<file path="config.mk">
export PLATFORM = sky130hd
export DESIGN_NAME = tt_scan_ctrl_flat
export DESIGN_NICKNAME = d
export VERILOG_FILES = /design/src/rtl/tt_scan_if.sv /design/src/rtl/tt_scan_ctrl.sv /design/src/flat_wrapper.sv
export SDC_FILE = /design/constraint.sdc
export NUM_CORES = 1
export LEC_CHECK = 0
export CAP_MARGIN = 0
export CORE_MARGIN = 4
export CORE_UTILIZATION = 45
export DETAILED_ROUTE_END_ITERATION = 6
export PLACE_DENSITY = 0.83
export REMOVE_ABC_BUFFERS = 1
export SLEW_MARGIN = 30
export SYNTH_ARGS = -nofsm -noshare
export SYNTH_HDL_FRONTEND = slang
export SYNTH_SLANG_ARGS = --single-unit
</file>
<file path="constraint.sdc">
create_clock -name clk -period 2.53 [get_ports clk]
set_input_delay 0.759 -clock clk [delete_from_list [all_inputs] [get_ports clk]]
set_output_delay 0.759 -clock clk [all_outputs]
set_load 0.01 [all_outputs]
</file>
<file path="src/rtl/tt_scan_if.sv">
// Truth-table word stream between the scan controller and the checker/collector.
interface tt_scan_if #(
    parameter int NIN  = 8,
    parameter int WORD = 32
);
    logic [WORD-1:0] tt_data;
    logic [NIN-6:0]  tt_index;
    logic            tt_valid;
    logic            tt_ready;

    modport master (output tt_data, output tt_index, output tt_valid, input tt_ready);
    modport slave  (input tt_data, input tt_index, input tt_valid, output tt_ready);
endinterface

</file>
<file path="src/rtl/tt_scan_ctrl.sv">
// Exhaustive minterm sequencer: drives every input vector into a single-output netlist,
// samples y0 after a settle delay and streams packed 32-minterm truth-table words.
module tt_scan_ctrl #(
    parameter int NIN    = 8,
    parameter int WORD   = 32,
    parameter int SETTLE = 0
) (
    input  logic           clk,
    input  logic           rst,
    input  logic           start,
    output logic           busy,
    output logic [NIN-1:0] x_out,
    input  logic           y_in,
    tt_scan_if.master      tt,
    output logic [NIN:0]   ones_count,
    output logic           done
);
    typedef enum logic [1:0] {IDLE, APPLY, EMIT, DONE} state_t;

    localparam logic [3:0]     SETTLE_V = 4'(SETTLE);
    localparam logic [NIN-1:0] VEC_ONE  = NIN'(1);
    localparam logic [NIN:0]   CNT_ONE  = (NIN + 1)'(1);

    state_t          state, next_state;
    logic [NIN-1:0]  vec;
    logic [WORD-1:0] acc;
    logic [3:0]      settle_cnt;
    logic            sample;
    logic            word_full;

    // The sampling edge is the one ending the last held cycle of the current vector.
    assign sample    = (state == APPLY) && (settle_cnt == 4'd0);
    assign word_full = (vec[4:0] == 5'd31);
    assign x_out     = vec;

    always_ff @(posedge clk or posedge rst) begin
        if (rst) state <= IDLE;
        else     state <= next_state;
    end

    always_comb begin
        next_state = state;
        case (state)
            IDLE:    if (start) next_state = APPLY;
            APPLY:   if (sample && word_full) next_state = EMIT;
            EMIT:    if (tt.tt_ready) next_state = (&vec) ? DONE : APPLY;
            DONE:    next_state = IDLE;
            default: next_state = IDLE;
        endcase
    end

    always_comb begin
        busy        = (state != IDLE);
        done        = (state == DONE);
        tt.tt_valid = (state == EMIT);
        tt.tt_data  = (state == EMIT) ? acc : '0;
        tt.tt_index = (state == EMIT) ? vec[NIN-1:5] : '0;
    end

    // vec only advances on a non-final sample or on acceptance of a non-final word.
    always_ff @(posedge clk or posedge rst) begin
        if (rst) begin
            vec        <= '0;
            acc        <= '0;
            settle_cnt <= '0;
            ones_count <= '0;
        end else begin
            case (state)
                IDLE: begin
                    if (start) begin
                        vec        <= '0;
                        acc        <= '0;
                        ones_count <= '0;
                        settle_cnt <= SETTLE_V;
                    end
                end
                APPLY: begin
                    if (settle_cnt != 4'd0) begin
                        settle_cnt <= settle_cnt - 4'd1;
                    end else begin
                        acc[vec[4:0]] <= y_in;
                        if (y_in) ones_count <= ones_count + CNT_ONE;
                        if (!word_full) begin
                            vec        <= vec + VEC_ONE;
                            settle_cnt <= SETTLE_V;
                        end
                    end
                end
                EMIT: begin
                    if (tt.tt_ready && !(&vec)) begin
                        vec        <= vec + VEC_ONE;
                        acc        <= '0;
                        settle_cnt <= SETTLE_V;
                    end
                end
                default: ;
            endcase
        end
    end
endmodule

</file>
<file path="src/flat_wrapper.sv">
// flat-port wrapper written by rule: the top's interface ports become plain ports
module tt_scan_ctrl_flat 
#(
    parameter int NIN    = 8,
    parameter int WORD   = 32,
    parameter int SETTLE = 0
)
  (clk, rst, start, busy, x_out, y_in, ones_count, done, tt_tt_data, tt_tt_index, tt_tt_valid, tt_tt_ready);
  tt_scan_if #(.NIN(NIN), .WORD(WORD)) tt_i ();
  input  logic clk;
  input  logic rst;
  input  logic start;
  output logic busy;
  output logic [NIN-1:0] x_out;
  input  logic y_in;
  output logic [NIN:0] ones_count;
  output logic done;
  output wire logic [$bits(tt_i.tt_data)-1:0] tt_tt_data;
  output wire logic [$bits(tt_i.tt_index)-1:0] tt_tt_index;
  output wire logic [$bits(tt_i.tt_valid)-1:0] tt_tt_valid;
  input wire logic [$bits(tt_i.tt_ready)-1:0] tt_tt_ready;
  assign tt_tt_data = tt_i.tt_data;
  assign tt_tt_index = tt_i.tt_index;
  assign tt_tt_valid = tt_i.tt_valid;
  assign tt_i.tt_ready = tt_tt_ready;
  tt_scan_ctrl #(.NIN(NIN), .WORD(WORD), .SETTLE(SETTLE)) u_core (.clk(clk), .rst(rst), .start(start), .busy(busy), .x_out(x_out), .y_in(y_in), .tt(tt_i), .ones_count(ones_count), .done(done));
endmodule
</file>
[Word level (Yosys, flattened, before mapping)]
Cells that the tools add are included.
Word-level totals
  bits of input ports: 5
  word-level logic and storage cells: 67
  register bits: 55
  output and inout port bits: 55
Cells by class
  muxes and demuxes: 28
  equal/unequal tests: 12
  add/subtract/negate cells: 3
  $lt $le $gt $ge: 2
  reduce and logical (&&, ||, !) cells: 17
Operator list (number)
  32-bit 2-to-1 mux: 4
  32-bit case mux with 3 select lines: 1
  32-bit bitwise mux: 1
  8-bit 2-to-1 mux: 4
  9-bit 2-to-1 mux: 3
  8-bit case mux with 3 select lines: 1
  9-bit case mux with 2 select lines: 1
  4-bit 2-to-1 mux: 4
  4-bit case mux with 3 select lines: 1
  4-bit AND reduction: 3
  2-bit inequality test, second input constant: 5
  9-bit by 1-bit adder with 9-bit output, second input constant: 1
  8-bit by 1-bit adder with 8-bit output, second input constant: 1
  2-bit 2-to-1 mux: 4
  2-bit case mux with 4 select lines: 1
  8-bit AND reduction: 1
  5-bit by 6-bit less-than comparator with 1-bit output, second input constant: 1
  1-bit demux with 5-bit select: 1
  5-bit equality test, second input constant: 1
  5-bit by 1-bit >= comparator with 1-bit output, second input constant: 1
  5-bit AND reduction: 1
  2-bit equality test, second input constant: 2
  1-bit logical AND: 4
  4-bit zero test: 1
  other kinds (12): 14

[Longest topological paths before layout]
  depth in word-level cells: 7
  mapped depth: 10
  mapped depth without buffers: 7

[Least setup slack after synthesis]
OpenSTA, ideal clock, no wires.
  path kind: register -> register
  from: register u_core.vec[0], in the netlist u_core.x_out[0]
  to: register u_core.vec[1], in the netlist u_core.x_out[1]
  cell stages (with the launch flop): 10
  arrival: 2.576 ns
  buffers on the path: 2
  required time: 2.406 ns
  setup time: 0.124 ns
  setup slack: -0.170 ns
  period minus slack after synthesis: 2.700 ns
  path through: dfrtp_1 ha_1 clkbuf_1 and3_1 ha_1 or4b_1 and2_1 clkbuf_1 or3_1 mux2i_1
On the way
  cells in the longest elaborated chain, start to end: 5
  elaborated cells between the ends (all ways): 12
  classes of those cells: add/sub: 1; eq/ne: 3; mux: 4; reduce/logical: 4
RTL lines
  start: declaration: line tt_scan_ctrl.sv:25  | logic [NIN-1:0] vec;
  start signal: assignment: line tt_scan_ctrl.sv:84  | vec <= vec + VEC_ONE;
  start signal: assignment: line tt_scan_ctrl.sv:91  | vec <= vec + VEC_ONE;
  parallel branches: the longest is 5 deep, another holds 8-bit by 1-bit adder with 8-bit output
Several ways; the timed one is not identified. The select of a mux whose other input is x is not followed.
A chain may end at the register's enable or synchronous reset.

[Final worst setup path]
  from: input start
  to: register u_core.acc[18]
On the way
  cells in the longest elaborated chain, start to end: 2
RTL lines
  start: declaration: line flat_wrapper.sv:12  | input logic start;
  2-bit inequality test (no source line)
  4-bit AND reduction (no source line)
  end signal: indexed assignment: line tt_scan_ctrl.sv:81  | acc[vec[4:0]] <= y_in;
  end: declaration: line tt_scan_ctrl.sv:26  | logic [WORD-1:0] acc;
Every way passes these cells.

==> qor.csv <==
stage,metric,value,unit
status,status,"finished, final reports clean",
timing,slew_viol_final,0,
placement,dp_hpwl,6.94,mm
placement,io_buffers,59,
logic_synthesis,synth_area,3520,sq um
setup_path,worst_path_largest_cell_delay,0.53,ns
job,drv_cap,0,
logic_synthesis,netlist_instances,397,
final_layout,fin_util,59.5,%
route,viasPerCell,6.39,
timing,finalCritPeriodShare,98.9,%
setup_path,cp_cell_sequence,"clkdlybuf4s50_1, nor2b_4, or3_1, or3_1, buf_4, o41ai_1",
setup_path,cp_common_cell,or3_1,
floorplan,start_util,47.5,%
timing,fmaxAchievable,400,MHz
final_layout,syn2layout_area_growth,25.3,%
logic_synthesis,avgSynthCellArea,8.86,sq um
final_layout,most-common-layout-cells,"dfrtp_1, and2_1, dlygate4sd2_1, o41ai_1",
clock_tree,hold_buffers,0,
power_and_ir_drop,pwr_density_cell,873,nW/um^2
logic_synthesis,ys_top_cells_by_area,"dfrtp_1, o41ai_1, and2_1",
power_and_ir_drop,ir_drop,0.502,mV
final_layout,antennaDiodeCount,0,
clock_tree,cts_buffers,5,
route,vias,3521,
placement,gp_congestion,0.846,
clock_tree,htree_num_levels,2,
floorplan,die-area,9290,sq um
clock_tree,cts_tree,yes,
route,drc,0,
timing,max-slew-margin-rel,60.1,%
route,wl_per_cell,18.6,microns
clock_tree,clock_latency,0.34,ns
global_routing,grt_util_all_layers,23.3,%
floorplan,die_h,96.4,microns
route,drt_iter0_markers,316,
global_routing,grt_max_degree,36,
logic_synthesis,ys_seq_area_share,39.1,%
setup_path,critical_path.max_fanout,16,
final_layout,multiInputGateArea,1930,sq um
setup_path,endpoint_kind,flop,
worst_hold_path,hold_class,flop to flop,
final_layout,final_common_cell,dfrtp_1,
logic_synthesis,synth_top_area_share,39.1,%
setup_path,crit_slowest_cell,clkdlybuf4s50_1,
logic_synthesis,yosysUniqueCellTypes,46,
global_routing,grt_pass1_vias,3452,
floorplan,io_pins,60,
global_routing,grt_pass1_wl,17.0,mm
floorplan,rows,31,
global_routing,grt_remaining_overflow,0,
power_and_ir_drop,power.total,3.85,mW
route,drt_wl_total,10.2,mm
timing,finalCriticalPeriod,2.50,ns
clock_tree,root_buffer,clkbuf_8,
setup_path,crit_type,primary input to flop,
setup_path,critPathArrivalTime,2.71,ns
timing,hold_slack,0.504,ns
logic_synthesis,synth_flop_cell,dfrtp_1,
logic_synthesis,synth_edf_count,0,
timing,finalHoldViolCount,0,
timing,tightestPinTransition,0.598,ns
clock_tree,ctsLongestPathBuffers,2,
timing,setup_tns,0,ns
power_and_ir_drop,power_leakage,2.00,nW
final_layout,drive_gt1_share,11.1,%
timing,setup_viol,0,
route,dr.pass1.iters,5,
logic_synthesis,synth_top_area_cell,dfrtp_1,
setup_path,start_kind,primary input,
clock_tree,clock-sinks,55,
placement,placed_cell_area,4280,sq um
route,ant_nets,0,
final_layout,seq_area,1380,sq um
final_layout,finalInstanceArea,4410,sq um
logic_synthesis,ys_ff_latch,55,
floorplan,die_width,96.4,microns
final_layout,finalNetCount,468,
logic_synthesis,async_flop_share,100,%
timing,skew,0.0210,ns
timing,rsz0062_at_grt,true,
final_layout,nFillCells,625,
floorplan,coreArea,7410,sq um
global_routing,antenna_found_initial,0,
logic_synthesis,yosysWarningCount,0,
setup_path,critPathRequiredTime,2.74,ns
clock_tree,clkTransAtPathRegs,0.11,ns
[kinds of logic (layout without fill, tap and decap cells)]
logic type	after synthesis	in the layout	share of synthesized area (%)
xor+xnor	3	3	0.747
buf+inv	56	111	6.76
simple gates	138	138	22.2
flops	55	55	39.1
compound gates	129	129	25.7
fa+ha+maj	12	12	4.27
mux	4	4	1.17
[per-layer routing]
layer	global-route usage, %	part of all wire, %
met2	37.0	48
met5	0	0
met4	9.81	2.3
met1	31.9	43
met3	3.02	6.7
[cell usage after synthesis (7+ instances only)]
library cell  number
a21oi_1           28
and2_1            38
buf_1              7
clkbuf_1          29
dfrtp_1           55
ha_1              12
inv_1             12
nand2_1           26
nand3_1           20
nand4_1            9
nor2_1             9
nor2b_1            7
o21ai_0           22
o31ai_1           21
o41ai_1           33
[worst max-delay path: cells and delay by family]
kind | cells | cell delay (ns)
AO/OA/AOI/OAI | 1 | 0.40
buffers and inverters | 2 | 0.73
AND/OR/NAND/NOR | 3 | 0.79
[flip-flops by register name, indices dropped and copies added (netlist names)]
| name | cells |
|---|---|
| u_core.acc | 32 |
| u_core.ones_count | 9 |
| u_core.x_out | 8 |
| u_core.settle_cnt | 4 |
| u_core.state | 2 |
[where the power goes]
part / internal (mW) / switching, mW / leakage [nW]
logic: 0.825 / 1.42 / 1.19
registers: 0.969 / 0.0838 / 0.760
clock network: 0.211 / 0.335 / 0.0522
total: 2.01 / 1.84 / 2.00
[final timing paths]
check	cells after the start	end	slack, ns	start
max	6	u_core.acc[18]	0.03	start
min	1	u_core.acc[27]	0.50	u_core.acc[27]
max reg2reg	7	u_core.acc[18]	0.05	u_core.state[1]
min reg2reg	1	u_core.acc[27]	0.50	u_core.acc[27]
max in group asynchronous	3	u_core.acc[11]	1.20	rst
min in group asynchronous	2	u_core.acc[6]	0.77	rst
[metrics by stage]
stage                     instances  setup WS [ns]
after floorplan                 354         -0.703
after global placement          540         -0.198
after detailed placement        540         -0.332
after CTS                       551         0.0147
after global routing            551        -0.0390
final                           551         0.0277
[layout make-up]
class,instances,share of cell area [%]
well taps,99,2.81
clock inverters,3,0.710
repair buffers,90,18.8
flip-flops and latches,55,31.2
inverters,13,1.11
clock buffers,5,1.56
multi-input cells,286,43.7
[timing repair]
action / CTS / global route
gates resized for setup: 40 / 6
buffers inserted: 2 / 0
cloned: 1 / 0
setup endpoints to repair: 37 / 14
No activity file was read; power rests on OpenSTA's default activity.
